===== src/rtl/fpaddsub_sched_pkg.sv =====
// Shared types and constants for the FP add/sub scheduler.
// Latency: n/a (declarations only).
// Backpressure: n/a.
package fpaddsub_sched_pkg;

    localparam int N_DEF     = 4;
    localparam int LAT_DEF   = 11;
    localparam int DEPTH_DEF = 4;

    // Bit positions inside the 5-bit flag word
    localparam int OVF = 4;
    localparam int UNF = 3;
    localparam int DZ  = 2;
    localparam int INV = 1;
    localparam int INX = 0;

    localparam logic ADD = 1'b0;
    localparam logic SUB = 1'b1;

    typedef struct packed {
        logic [4:0]  flags;
        logic [31:0] z;
    } rsp_t;

endpackage


===== src/rtl/fpaddsub_rsp_fifo.sv =====
// Per-requester response FIFO (DEPTH x rsp_t) with an occupancy count.
// Latency: push visible at head the cycle after the push edge.
// Backpressure: none on push (space is reserved upstream); pop is ignored when empty.
module fpaddsub_rsp_fifo
    import fpaddsub_sched_pkg::*;
#(
    parameter int DEPTH = DEPTH_DEF
) (
    input  logic                     clk,
    input  logic                     rst,
    input  logic                     push,
    input  rsp_t                     push_dat,
    input  logic                     pop,
    output rsp_t                     head,
    output logic [$clog2(DEPTH):0]   count
);

    localparam int AW = $clog2(DEPTH);

    logic [AW-1:0] wr_ptr_q, wr_ptr_d;
    logic [AW-1:0] rd_ptr_q, rd_ptr_d;
    logic [AW:0]   cnt_q, cnt_d;
    rsp_t          mem_q [DEPTH];
    rsp_t          mem_d [DEPTH];
    logic          do_pop;

    // Next-state for storage, pointers and occupancy
    always_comb begin
        mem_d    = mem_q;
        wr_ptr_d = wr_ptr_q;
        rd_ptr_d = rd_ptr_q;
        cnt_d    = cnt_q;
        do_pop   = pop && (cnt_q != '0);
        if (push) begin
            mem_d[wr_ptr_q] = push_dat;
            wr_ptr_d        = wr_ptr_q + AW'(1);
        end
        if (do_pop) begin
            rd_ptr_d = rd_ptr_q + AW'(1);
        end
        if (push && !do_pop) begin
            cnt_d = cnt_q + (AW+1)'(1);
        end else if (!push && do_pop) begin
            cnt_d = cnt_q - (AW+1)'(1);
        end
    end

    // Pointer and count registers, cleared by reset
    always_ff @(posedge clk) begin
        if (rst) begin
            wr_ptr_q <= '0;
            rd_ptr_q <= '0;
            cnt_q    <= '0;
        end else begin
            wr_ptr_q <= wr_ptr_d;
            rd_ptr_q <= rd_ptr_d;
            cnt_q    <= cnt_d;
        end
    end

    // Storage needs no reset: an empty FIFO masks its head to zero
    always_ff @(posedge clk) begin
        mem_q <= mem_d;
    end

    // A push into a full FIFO means the upstream credit accounting is broken
    always_ff @(posedge clk) begin
        if (!rst && push) begin
            assert (cnt_q != (AW+1)'(DEPTH));
        end
    end

    assign head  = (cnt_q == '0) ? rsp_t'(0) : mem_q[rd_ptr_q];
    assign count = cnt_q;

endmodule


===== src/rtl/fpaddsub_sched.sv =====
// Round-robin, credit-gated scheduler sharing one pipelined FP add/sub among N requesters.
// Latency: issue is combinational; a result is pushed LAT edges after its issue edge.
// Backpressure: a requester is only granted while it holds a credit (free response slot).
module fpaddsub_sched
    import fpaddsub_sched_pkg::*;
#(
    parameter int N     = N_DEF,
    parameter int LAT   = LAT_DEF,
    parameter int DEPTH = DEPTH_DEF
) (
    input  logic              clk,
    input  logic              rst,
    input  logic [N-1:0]      req_valid,
    output logic [N-1:0]      req_ready,
    input  logic [32*N-1:0]   req_a,
    input  logic [32*N-1:0]   req_b,
    input  logic [N-1:0]      req_op,
    output logic [N-1:0]      rsp_valid,
    input  logic [N-1:0]      rsp_ready,
    output logic [32*N-1:0]   rsp_z,
    output logic [5*N-1:0]    rsp_flags,
    output logic [31:0]       fp_a,
    output logic [31:0]       fp_b,
    output logic              fp_ctrl,
    input  logic [31:0]       fp_z,
    input  logic [4:0]        fp_flags
);

    localparam int IW = $clog2(N);
    localparam int CW = $clog2(DEPTH) + 1;

    logic [IW-1:0]  ptr_q, ptr_d;
    logic [CW-1:0]  inflight_q [N];
    logic [CW-1:0]  inflight_d [N];
    logic [LAT-1:0] tv_q, tv_d;
    logic [IW-1:0]  tid_q [LAT];
    logic [IW-1:0]  tid_d [LAT];
    logic [CW-1:0]  fifo_cnt [N];
    rsp_t           fifo_head [N];
    logic [N-1:0]   elig;
    logic [2*N-1:0] elig_dbl;
    logic [N-1:0]   elig_rot;
    logic           gnt_vld;
    logic [IW:0]    gnt_sum, ptr_nxt;
    logic [IW-1:0]  gnt_id;
    logic           ret_vld;
    logic [IW-1:0]  ret_id;

    assign ret_vld = tv_q[LAT-1];
    assign ret_id  = tid_q[LAT-1];

    // A requester is eligible while queued plus in-flight results leave a free slot
    always_comb begin
        elig = '0;
        for (int i = 0; i < N; i++) begin
            elig[i] = req_valid[i] &&
                      (({1'b0, fifo_cnt[i]} + {1'b0, inflight_q[i]}) < (CW+1)'(DEPTH));
        end
    end

    // Round-robin pick: rotate eligibility so ptr sits at bit 0, take the lowest set bit
    always_comb begin
        elig_dbl  = {elig, elig};
        elig_rot  = elig_dbl[ptr_q +: N];
        gnt_vld   = 1'b0;
        gnt_sum   = '0;
        for (int k = N - 1; k >= 0; k--) begin
            if (elig_rot[k]) begin
                gnt_vld = 1'b1;
                gnt_sum = {1'b0, ptr_q} + (IW+1)'(k);
            end
        end
        if (gnt_sum >= (IW+1)'(N)) begin
            gnt_sum = gnt_sum - (IW+1)'(N);
        end
        gnt_id  = gnt_sum[IW-1:0];
        ptr_nxt = gnt_sum + (IW+1)'(1);
        if (ptr_nxt == (IW+1)'(N)) begin
            ptr_nxt = '0;
        end
        ptr_d     = gnt_vld ? ptr_nxt[IW-1:0] : ptr_q;
        req_ready = '0;
        if (gnt_vld) begin
            req_ready[gnt_id] = 1'b1;
        end
    end

    // Operand mux toward the FP unit; idle cycles drive zeros
    always_comb begin
        fp_a    = '0;
        fp_b    = '0;
        fp_ctrl = ADD;
        for (int i = 0; i < N; i++) begin
            if (req_ready[i]) begin
                fp_a    = req_a[32*i +: 32];
                fp_b    = req_b[32*i +: 32];
                fp_ctrl = req_op[i];
            end
        end
    end

    // In-flight accounting: +1 on issue, -1 on retire, unchanged when both hit one requester
    always_comb begin
        for (int i = 0; i < N; i++) begin
            inflight_d[i] = inflight_q[i];
            case ({gnt_vld && (gnt_id == IW'(i)), ret_vld && (ret_id == IW'(i))})
                2'b10:   inflight_d[i] = inflight_q[i] + CW'(1);
                2'b01:   inflight_d[i] = inflight_q[i] - CW'(1);
                default: inflight_d[i] = inflight_q[i];
            endcase
        end
    end

    // Tag pipeline mirrors the FP unit depth so the owner is known when fp_z is valid
    always_comb begin
        tv_d     = {tv_q[LAT-2:0], gnt_vld};
        tid_d[0] = gnt_id;
        for (int s = 1; s < LAT; s++) begin
            tid_d[s] = tid_q[s-1];
        end
    end

    // Control state; reset drops every in-flight tag so stale results are ignored
    always_ff @(posedge clk) begin
        if (rst) begin
            ptr_q <= '0;
            tv_q  <= '0;
            for (int i = 0; i < N; i++) begin
                inflight_q[i] <= '0;
            end
        end else begin
            ptr_q      <= ptr_d;
            tv_q       <= tv_d;
            inflight_q <= inflight_d;
        end
    end

    // Tag IDs are qualified by tv, so they carry no reset
    always_ff @(posedge clk) begin
        tid_q <= tid_d;
    end

    for (genvar g = 0; g < N; g++) begin : g_rsp
        fpaddsub_rsp_fifo #(
            .DEPTH (DEPTH)
        ) u_fifo (
            .clk      (clk),
            .rst      (rst),
            .push     (ret_vld && (ret_id == IW'(g))),
            .push_dat ({fp_flags, fp_z}),
            .pop      (rsp_ready[g]),
            .head     (fifo_head[g]),
            .count    (fifo_cnt[g])
        );
        assign rsp_valid[g]          = (fifo_cnt[g] != '0);
        assign rsp_z[32*g +: 32]     = fifo_head[g].z;
        assign rsp_flags[5*g +: 5]   = fifo_head[g].flags;
    end

endmodule


===== config.mk =====
export PLATFORM = sky130hd
export DESIGN_NAME = fpaddsub_sched
export DESIGN_NICKNAME = d
export VERILOG_FILES = /design/src/rtl/fpaddsub_sched_pkg.sv /design/src/rtl/fpaddsub_rsp_fifo.sv /design/src/rtl/fpaddsub_sched.sv
export SDC_FILE = /design/constraint.sdc
export NUM_CORES = 1
export LEC_CHECK = 0
export CAP_MARGIN = 40
export CORE_ASPECT_RATIO = 1.4
export CORE_MARGIN = 8
export CORE_UTILIZATION = 57
export DETAILED_ROUTE_END_ITERATION = 12
export PLACE_DENSITY = 0.86
export SYNTH_ARGS = -nofsm -noshare
export SYNTH_HDL_FRONTEND = slang
export SYNTH_SLANG_ARGS = --single-unit

===== constraint.sdc =====
create_clock -name clk -period 9.5 [get_ports clk]
set_input_delay 0.95 -clock clk [delete_from_list [all_inputs] [get_ports clk]]
set_output_delay 0.95 -clock clk [all_outputs]
set_load 0.02 [all_outputs]

======== After elaboration in Yosys (flattened, before gate mapping) ========
Index checks and enable logic that the tools add are counted.
word-level totals
  register bits after elaboration ......... 667
  latch bits .............................. 0
  memory bits (writable) .................. 0
  ROM bits ................................ 0
  output and inout port bits .............. 221
  memories kept ........................... 0
cells by class
  $add $sub $neg .......................... 33
  $mul .................................... 0
  div/mod/pow operators ................... 0
  $lt $le $gt $ge ......................... 19
  equality and inequality tests ........... 15
  shifts and indexed selects .............. 1
  multiplexer cells ....................... 65
  bitwise operators ....................... 8
  reductions and logical operators ........ 55
operators by type and width
  kind                                                        count
  bitwise mux 148 bit                                         4
  two-way mux 37 bit                                          16
  binary-select mux 37 bit (select 2 bit)                     4
  demux 37 bit (select 2 bit)                                 4
  two-way mux 32 bit                                          8
  two-way mux 3 bit                                           13
  logical AND 1 bit                                           29
  adder 3 x 1 -> 3 bit, second input constant                 9
  greater-or-equal comparator 3 bit, second input constant    9
  inverter 2 -> 3 bit                                         8
  one-hot mux 3 bit (2 select lines)                          4
  subtractor 3 x 1 -> 3 bit, second input constant            8
  adder 2 x 1 -> 2 bit, second input constant                 8
  adder 3 x 3 -> 4 bit                                        4
  equality test 2 bit, second input constant                  8
  less-than comparator 4 x 3 -> 1 bit, second input constant  4
  nonzero test 2 bit                                          8
  equality test 2 x 1 -> 1 bit, second input constant         6
  logical NOT 3 bit                                           4
  less-than comparator 3 x 1 -> 1 bit, second input constant  4
  nonzero test 3 bit                                          4
  two-way mux 1 bit                                           9
  logical NOT 1 bit                                           8
  indexed part select 8 x 3 -> 4 bit                          1
  10 further kinds                                            12

======== Logic depth before layout (Yosys ltp) ========
Gate-level depths: netlist of run 1.
  depth after elaboration ................. 19
  mapped depth ............................ 17
  depth with buffers taken out ............ 16

======== Cells and area by module ========
From an unflattened synthesis of run 1, not the netlist that was laid out.
unflattened totals
  cells, all modules ...................... 1797
  area, all modules ....................... 29095.4 um2
by module, submodules not included
  module             times used  cells an instance  area an instance (um2)
  fpaddsub_rsp_fifo  4           274                5972.0
  fpaddsub_sched     1           701                5207.5

======== Worst setup path after synthesis of run 1 ========
Ideal clock, no wire load.
  kind .................................... input-to-output
  start point ............................. in req_valid[3]
  end point ............................... out fp_a[31]
  arrival time ............................ 3.178 ns
  data required time ...................... 8.550 ns
  slack ................................... 5.372 ns
  stages on the path ...................... 9
  path buffers ............................ 2
  cells stage by stage .................... nor4b_2 and2_1 o221ai_1 a22oi_1 ha_1 clkbuf_1 clkbuf_1 a221oi_1 o41ai_2
on the way
  cells in the longest elaborated chain, start to end .. 17
  elaborated cells on any way between the ends .. 23
  those cells by class .................... 1 x add/sub; 3 x order compare; 1 x shift; 16 x mux; 2 x reduce/logical
ends and longest elaborated chain
  what                                                                                                                     line                                        RTL
  start, declared                                                                                                          fpaddsub_sched.sv:13                        input logic [N-1:0] req_valid,
  logical AND 1 bit *                                                                                                      fpaddsub_sched.sv:56                        elig[i] = req_valid[i] &&
  indexed part select 8 x 3 -> 4 bit *                                                                                     fpaddsub_sched.sv:64                        elig_rot = elig_dbl[ptr_q +: N];
  two-way mux 3 bit (3 in a row)                                                                                           fpaddsub_sched.sv:68                        if (elig_rot[k]) begin
  two-way mux 3 bit *                                                                                                      fpaddsub_sched.sv:68
  subtractor 3 bit or greater-or-equal comparator 3 bit (tied branches)                                                    fpaddsub_sched.sv:74, fpaddsub_sched.sv:73
  two-way mux 3 bit *                                                                                                      fpaddsub_sched.sv:73                        if (gnt_sum >= (IW+1)'(N)) begin
  named net gnt_sum[0]                                                                                                     fpaddsub_sched.sv:44                        logic [IW:0] gnt_sum, ptr_nxt;
  less-than comparator 2 x 3 -> 1 bit (implied by the code) or greater-or-equal comparator 2 x 1 -> 1 bit (tied branches)  fpaddsub_sched.sv:84                        req_ready[gnt_id] = 1'b1;
  logical AND 1 bit (implied by the code)                                                                                  fpaddsub_sched.sv:84
  two-way mux 1 bit (implied by the code)                                                                                  fpaddsub_sched.sv:84
  demux 1 bit (select 2 bit) *                                                                                             fpaddsub_sched.sv:84
  two-way mux 4 bit *                                                                                                      fpaddsub_sched.sv:83                        if (gnt_vld) begin
  two-way mux 32 bit (3 in a row)                                                                                          fpaddsub_sched.sv:94                        if (req_ready[i]) begin
  two-way mux 32 bit *                                                                                                     fpaddsub_sched.sv:94
  end, declared                                                                                                            fpaddsub_sched.sv:22                        output logic [31:0] fp_a,
Mark *: on every way through the listed nets, which the timed path passes. The rest lies on a longest branch.

======== Worst setup path after layout of run 1 ========
  start point ............................. in req_valid[1]
  end point ............................... out fp_b[26]
on the way
  cells in the longest elaborated chain, start to end .. 17
  elaborated cells on any way between the ends .. 23
  those cells by class .................... 1 x add/sub; 3 x order compare; 1 x shift; 16 x mux; 2 x reduce/logical
ends and longest elaborated chain
  what                                                                                                                     line                                        RTL
  logical AND 1 bit *                                                                                                      fpaddsub_sched.sv:56
  indexed part select 8 x 3 -> 4 bit *                                                                                     fpaddsub_sched.sv:64
  two-way mux 3 bit (3 in a row)                                                                                           fpaddsub_sched.sv:68
  two-way mux 3 bit *                                                                                                      fpaddsub_sched.sv:68
  subtractor 3 bit or greater-or-equal comparator 3 bit (tied branches)                                                    fpaddsub_sched.sv:74, fpaddsub_sched.sv:73
  two-way mux 3 bit *                                                                                                      fpaddsub_sched.sv:73
  named net gnt_sum[0]                                                                                                     fpaddsub_sched.sv:44
  less-than comparator 2 x 3 -> 1 bit (implied by the code) or greater-or-equal comparator 2 x 1 -> 1 bit (tied branches)  fpaddsub_sched.sv:84
  logical AND 1 bit (implied by the code)                                                                                  fpaddsub_sched.sv:84
  two-way mux 1 bit (implied by the code)                                                                                  fpaddsub_sched.sv:84
  demux 1 bit (select 2 bit) *                                                                                             fpaddsub_sched.sv:84
  two-way mux 4 bit *                                                                                                      fpaddsub_sched.sv:83
  two-way mux 32 bit (3 in a row)                                                                                          fpaddsub_sched.sv:94
  two-way mux 32 bit *                                                                                                     fpaddsub_sched.sv:94
  end, declared                                                                                                            fpaddsub_sched.sv:23                        output logic [31:0] fp_b,
Marks and branches as above.

==> impl_metrics.py, run 1 <==
metrics = {
    "synth": {
        "synth_xor_area_share_pct": 0.859,
        "synth_area_leaders": "edfxtp_1 62%, mux4_2 12%, dfxtp_1 5.3%",
        "ys_types": 39,
        "synth_area_um2": 28600,
        "synth_top_cell_area_share_pct": 62.3,
        "yosysTopAreaCell": "edfxtp_1",
        "ys_ff_latch": 667,
        "synthAdderAreaFrac_pct": 2.14,
        "synth_compound_gate_area_share_pct": 6.06,
        "muxShareOfSynthArea_pct": 12.0,
        "synthCells": 1707,
        "synthesis.nets": 2058,
        "synth-simple-area-share_pct": 9.31,
        "yosys_warnings": 0,
        "synth_top_family_by_area": "multiplexers",
        "syn_area_per_cell_um2": 16.7,
        "ys_seq_area_share_pct": 67.5,
    },
    "power_and_ir_drop": {
        "report.power.total_mw": 9.89,
        "p_int_mw": 6.43,
        "power.leakage_nw": 12.2,
        "power_frac_seq_pct": 34.2,
        "clkPwrFrac_pct": 24.1,
        "p_switching_mw": 3.46,
        "peakVddDrop_mv": 0.202,
        "swShare_pct": 35.0,
        "comb_power_share_pct": 41.7,
        "p_per_area_nw_per_um2": 269,
    },
    "sta": {
        "setup_viol": 0,
        "maxSlewViolCount": 0,
        "hold_viol_final": 0,
        "clock_skew_ns": 0.0260,
        "rsz0062_at_grt": "no",
        "period_needed_ns": 6.35,
        "fmax_ghz": 0.157,
        "slew_headroom_pct": 41.4,
        "tightest_slew_ns": 0.879,
        "timing.final.crit_share_pct": 66.9,
        "setup_tns_ns": 0,
    },
    "route": {
        "wl_per_cell_um": 32.2,
        "ant_nets": 0,
        "drtIter0Drc": 1877,
        "first_pass_iters": 5,
        "routed_wl_mm": 94.6,
        "drc": 0,
        "vias": 18400,
        "routed_via_density": 6.27,
    },
    "global_routing": {
        "grt_pass1_wl_mm": 133,
        "grt_max_degree": 89,
        "antenna_found_initial": 44,
        "gr-total-overflow": 0,
        "grt_usage_pct": 32.3,
        "grt_pass1_vias": 19300,
    },
    "flow_run": {
        "cap_violations": 0,
    },
    "die": {
        "core_area_um2": 49800,
        "die_h_um": 281,
        "io-pin-count": 528,
        "die_area_um2": 57600,
        "std_cell_rows": 97,
        "fp.dieW_um": 205,
        "start_util_pct": 57.4,
    },
    "cells_and_area": {
        "nNetsFinal": 2569,
        "final_area_um2": 36700,
        "nFillCells": 2833,
        "areaGrowthSynthToFinish_pct": 28.7,
        "drive_above_1_share_pct": 16.7,
    },
    "critical_path": {
        "path_max_fanout": 88,
        "worstPathArrival_ns": 5.40,
        "crit_required_ns": 8.55,
        "r2r_setup_slack_ns": 4.63,
        "r2r-end": "inflight_q[11]",
        "worstReg2RegStart": "g_rsp[2].u_fifo.count[2]",
        "reg2regPathDepth": 15,
        "startpoint": "req_valid[1]",
        "setup.worst_path.end_class": "output port",
        "critPathCapture": "fp_b[26]",
        "worstSetupPathType": "in -> out",
        "cp-start-kind": "primary input",
    },
    "clocking": {
        "htree_levels": 2,
        "post_cts_buffers": 0,
        "cts_tree": "done",
        "cts.clk_slew.worst_paths_ns": 0.07,
        "cts.sinks": 667,
        "clock_path_buffers": 3,
        "ctsResizeCount": 0,
        "hold_buffers": 0,
        "cts_buffers": 56,
        "cts-root-buf": "clkbuf_16",
        "clkLatencyLatePin_ns": 0.61,
    },
    "outcome": {
        "status": "finished, final reports clean",
    },
    "place": {
        "port_buffers": 527,
        "postPlaceCellArea_um2": 34800,
        "dp_hpwl_mm": 61.5,
        "place_congestion": 0.931,
    },
    "hold_path": {
        "hold_path.class": "reg -> reg",
    },
}
==> cells in the mapped netlist <==
library cell and number:
o21bai_1 1, ha_1 36, nor3_1 1, nand2_1 135, inv_1 25, mux4_2 148
buf_1 8, buf_2 20, a21oi_1 14, xnor2_1 6, o221ai_1 2, and3b_1 1
nor4b_2 4, edfxtp_1 592, nor2_1 103, or3_1 12, buf_4 4, fa_1 8
nor2b_1 78, o21a_1 1, a22oi_1 1, o21ai_0 9, nor3b_2 1, nand2b_1 2
clkbuf_1 73, nand2_2 1, and4_4 1, nand3_1 8, dfxtp_1 75, buf_6 8
and3_1 1, o21ba_2 1, xor2_1 22, a41oi_2 1, a211oi_1 62, mux2i_1 8
a221oi_1 3, o41ai_2 65, and2_1 166
==> registers in the layout (all words and copies together) (netlist names) <==
| signal | flops |
|---|---|
| tv_q | 11 |
| g_rsp.u_fifo.mem_q | 592 |
| g_rsp.u_fifo.count | 12 |
| ret_id | 2 |
| inflight_q | 12 |
| g_rsp.u_fifo.wr_ptr_q | 8 |
| tid_d | 20 |
| g_rsp.u_fifo.rd_ptr_q | 8 |
| ptr_q | 2 |
==> worst max-delay path, stage by stage <==
cell	delay [ns]
clkdlybuf4s50_1	0.50
nor4b_2	0.32
and2_1	0.18
o221ai_1	0.12
a22oi_1	0.56
ha_4	0.52
buf_4	0.75
a211oi_1	0.20
o41ai_2	0.51
clkdlybuf4s50_1	0.70
==> area by class of cell <==
class	count	area, um^2	area share [%]
Sequential cell	667	19300	52.5
Multi-Input combinational cell	902	8730	23.8
Timing Repair Buffer	566	5860	16.0
Clock buffer	68	1510	4.10
Tap cell	643	805	2.19
Clock inverter	37	378	1.03
Inverter	25	93.8	0.255
Antenna cell	31	77.6	0.211
==> cell usage in the layout (no fill, tap or decap), drive strengths merged, types with 9 or more instances in the layout <==
cell,instances
a21oi,14
clkbuf,68
mux4,148
ha,36
clkdlybuf4s50,526
a211oi,62
nor2b,78
edfxtp,592
or3,12
o21ai,9
nand2,136
and2,166
nor2,103
inv,30
clkinv,20
dfxtp,75
o41ai,65
xor2,22
diode,31
buf,40
==> cell families after synthesis <==
family / Yosys count
muxes: 156
and+or+nand+nor: 514
AOI/OAI and AO/OA: 160
xor gates and xnor gates: 28
DFF: 667
adders and majority gates: 44
buffers and inverters: 138
==> worst min path at each step <==
stage,slack [ns],startpoint,cells after the start,endpoint
floorplan,0.31,tid_d[0],0,ret_id[0]
global placement,0.31,tid_d[5],0,tid_d[3]
detailed placement,0.31,tid_d[17],0,tid_d[15]
CTS,0.33,tid_d[9],0,tid_d[7]
global route,0.33,tid_d[2],0,tid_d[0]
finish,0.33,tid_d[9],0,tid_d[7]
==> power by group through the flow <==
stage	sequential (mW)	combinational, mW	clock (mW)
3_3_place_gp	3.49	3.90	0
2_1_floorplan	3.37	2.30	0
4_1_cts	3.38	4.14	2.39
3_5_place_dp	3.44	4.08	0
6_report	3.38	4.12	2.39
5_1_grt	3.39	4.32	2.49
==> through the flow <==
stage               util, %  hold WS, ns  instances  setup WS (ns)
floorplan                 -        0.310       1707           5.37
global placement       69.0        0.310       2785           3.14
detailed placement     69.9        0.314       2803           3.09
CTS                    73.7        0.327       2908           3.08
global route           73.8        0.332       2930           2.87
finish                 73.8        0.328       2939           3.15
==> layer usage <==
metal / GRT usage (%) / up-vias / wire [um]
li1: - / 7594 / -
met1: 34.7 / 9174 / 29900
met2: 55.4 / 1342 / 47800
met3: 11.2 / 290 / 11100
met4: 17.2 / 24 / 5680
met5: 0 / - / 154
No activity file was read; power rests on OpenSTA's default activity.
==> run 2: changes to the inputs <==
CORE_UTILIZATION = 53   (was 57)
PLACE_DENSITY = 0.81   (was 0.86)
clock period = 6.2 ns   (was 9.5 ns; I/O delays follow)
==> run 2 against run 1 <==
  * Clock power up 52%
  * Flip-flop and latch count stayed put
  * Non-clock buffer count increased by 3
  * Sequential share of layout area hardly changed
  * Final cell count rose by 2.6%
  * Die area is 7.0% higher
  * Critical path depth rose by 2
  * Clock-buffer cell count decreased by 5
  * Register-to-register slack got worse by 2.8 ns
  * Global-route usage shrank 2.4 points
  * Design area hardly changed
  * Largest power group unchanged
==> impl_metrics.py, run 2 (synthesis results as in run 1) <==
metrics = {
    "sta": {
        "setup_viol": 0,
        "setup_tns_ns": 0,
        "maxSlewViolCount": 0,
        "rsz0062_at_grt": "no",
        "whs_ns": 0.266,
        "fmax_ghz": 0.181,
        "tightest_slew_ns": 0.792,
        "clock_skew_ns": 0.0233,
        "timing.final.crit_share_pct": 89.0,
        "slew_headroom_pct": 47.2,
        "period_needed_ns": 5.52,
        "hold_viol_final": 0,
    },
    "global_routing": {
        "grt_usage_pct": 29.9,
        "antenna_found_initial": 48,
        "grt_pass1_vias": 18700,
        "grt_pass1_wl_mm": 132,
        "grt_max_degree": 70,
        "gr-total-overflow": 0,
    },
    "route": {
        "wl_per_cell_um": 31.2,
        "drtIter0Drc": 1970,
        "routed_wl_mm": 94.0,
        "routed_via_density": 5.98,
        "ant_nets": 0,
        "first_pass_iters": 7,
        "drc": 0,
        "vias": 18000,
    },
    "clocking": {
        "cts.clk_slew.worst_paths_ns": 0.07,
        "cts.sinks": 667,
        "htree_levels": 2,
        "clkLatencyLatePin_ns": 0.60,
        "cts-root-buf": "clkbuf_16",
        "hold_buffers": 0,
        "cts_tree": "done",
        "clock_path_buffers": 3,
        "cts_buffers": 55,
        "ctsResizeCount": 0,
        "post_cts_buffers": 0,
    },
    "critical_path": {
        "reg2regPathDepth": 13,
        "worstReg2RegStart": "g_rsp[2].u_fifo.count[2]",
        "crit_required_ns": 5.58,
        "setup.worst_path.end_class": "output port",
        "worstPathCellList": "ha_1 -> nor4b_2 -> nand2_1 -> o221ai_1 -> a22oi_1 -> inv_1 -> ha_2 -> buf_4 -> nor2b_1 -> a221oi_1 -> o41ai_2 -> clkdlybuf4s50_1",
        "worstPathArrival_ns": 4.90,
        "path_max_fanout": 27,
        "worstSetupPathType": "reg -> out",
        "r2r-end": "inflight_q[5]",
        "cp-start-kind": "flop",
        "r2r_setup_slack_ns": 1.87,
        "slowest_delay_ns": 0.68,
        "slowest_stage": "clkdlybuf4s50_1",
    },
    "hold_path": {
        "hold_end": "g_rsp[0].u_fifo.wr_ptr_q[0]",
        "whs_path_depth": 2,
        "min_from": "rst",
        "hold_path.class": "in -> reg",
    },
    "die": {
        "std_cell_rows": 100,
        "start_util_pct": 53.7,
        "core_area_um2": 53200,
        "die_area_um2": 61700,
        "fp.dieW_um": 212,
        "io-pin-count": 528,
        "die_h_um": 291,
    },
    "cells_and_area": {
        "largest_register_ffs": 592,
        "regMostFlops": "g_rsp.u_fifo.mem_q",
        "mostFrequentLayoutCell": "edfxtp_1",
        "most-common-layout-cells": "592 x edfxtp_1, 526 x clkdlybuf4s50_1, 150 x and2_1",
        "final_util_pct": 69.1,
        "nNetsFinal": 2571,
        "drive_above_1_share_pct": 16.5,
        "areaGrowthSynthToFinish_pct": 28.7,
    },
    "flow_run": {
        "cap_violations": 0,
    },
    "power_and_ir_drop": {
        "p_per_area_nw_per_um2": 409,
        "power.leakage_nw": 12.2,
        "peakVddDrop_mv": 0.292,
    },
    "place": {
        "port_buffers": 527,
        "place_congestion": 0.896,
        "dp_hpwl_mm": 64.3,
    },
    "outcome": {
        "status": "finished, final reports clean",
    },
}
-- run 2: changes by cell type in the layout (fill, tap and decap cells not counted), moves of 3 or more --
cell,before,now
buf_12,8,11
buf_4,21,27
bufinv_16,7,10
clkinv_1,9,14
buf_16,10,4
inv_6,5,2
diode_2,31,35
clkbuf_8,4,0
-- run 2: worst max-delay path, delay by kind of cell (launching register included) --
kind | cells | cell delay [ns]
and+or+nand+nor | 3 | 0.79
DFF | 1 | 0.39
AOI/OAI and AO/OA | 4 | 0.97
adders and majority gates | 2 | 0.87
buffers and inverters | 3 | 1.26
-- run 2: report_power, final --
| group | switching, mW | internal (mW) |
|---|---|---|
| Sequential | 0.146 | 5.01 |
| Clock | 1.57 | 2.05 |
| Combinational | 3.44 | 2.82 |
| Total | 5.16 | 9.88 |
-- run 2: per-layer routing --
metal	track usage (%)	vias to the layer above	wire, um
met5	0	-	126
li1	-	7608	-
met2	51.9	1216	47600
met1	32.7	8998	29600
met4	11.6	20	3890
met3	11.2	182	12700
-- run 2: worst max path at each step --
stage	from	end	depth (start not counted)
6_report	g_rsp[2].u_fifo.count[2]	fp_a[31]	12
5_1_grt	inflight_q[8]	fp_b[21]	10
4_1_cts	inflight_q[2]	fp_b[21]	10
3_5_place_dp	req_valid[2]	fp_a[31]	12
3_3_place_gp	req_valid[1]	fp_b[21]	10
2_1_floorplan	inflight_q[11]	inflight_q[11]	16
-- run 2: metrics by stage --
stage                     cell area, um^2  std cells  power, mW  worst slack [ns]
after global placement              34500       2864       11.4             0.976
after global routing                36700       2986       15.6             0.510
after CTS                           36700       2979       15.1             0.707
final                               36800       3014       15.0             0.681
after detailed placement            34800       2877       11.5             0.964
after floorplan                     28600       1707       8.69              2.43
-- run 2: area by class of cell --
class / instances / area (um^2)
antenna: 35 / 87.6
clock buffer: 63 / 1410
clock inverter: 39 / 455
fill: 3414 / 16400
inverter: 25 / 93.8
multi-input combinational: 902 / 8730
sequential: 667 / 19300
tap: 714 / 893
timing repair buffer: 569 / 5800
==> run 3: changes to the inputs <==
CTS_CLUSTER_DIAMETER = 50   (was default)
==> results of run 3 <==
The final DEF is identical to that of run 2; final timing and power are the same.
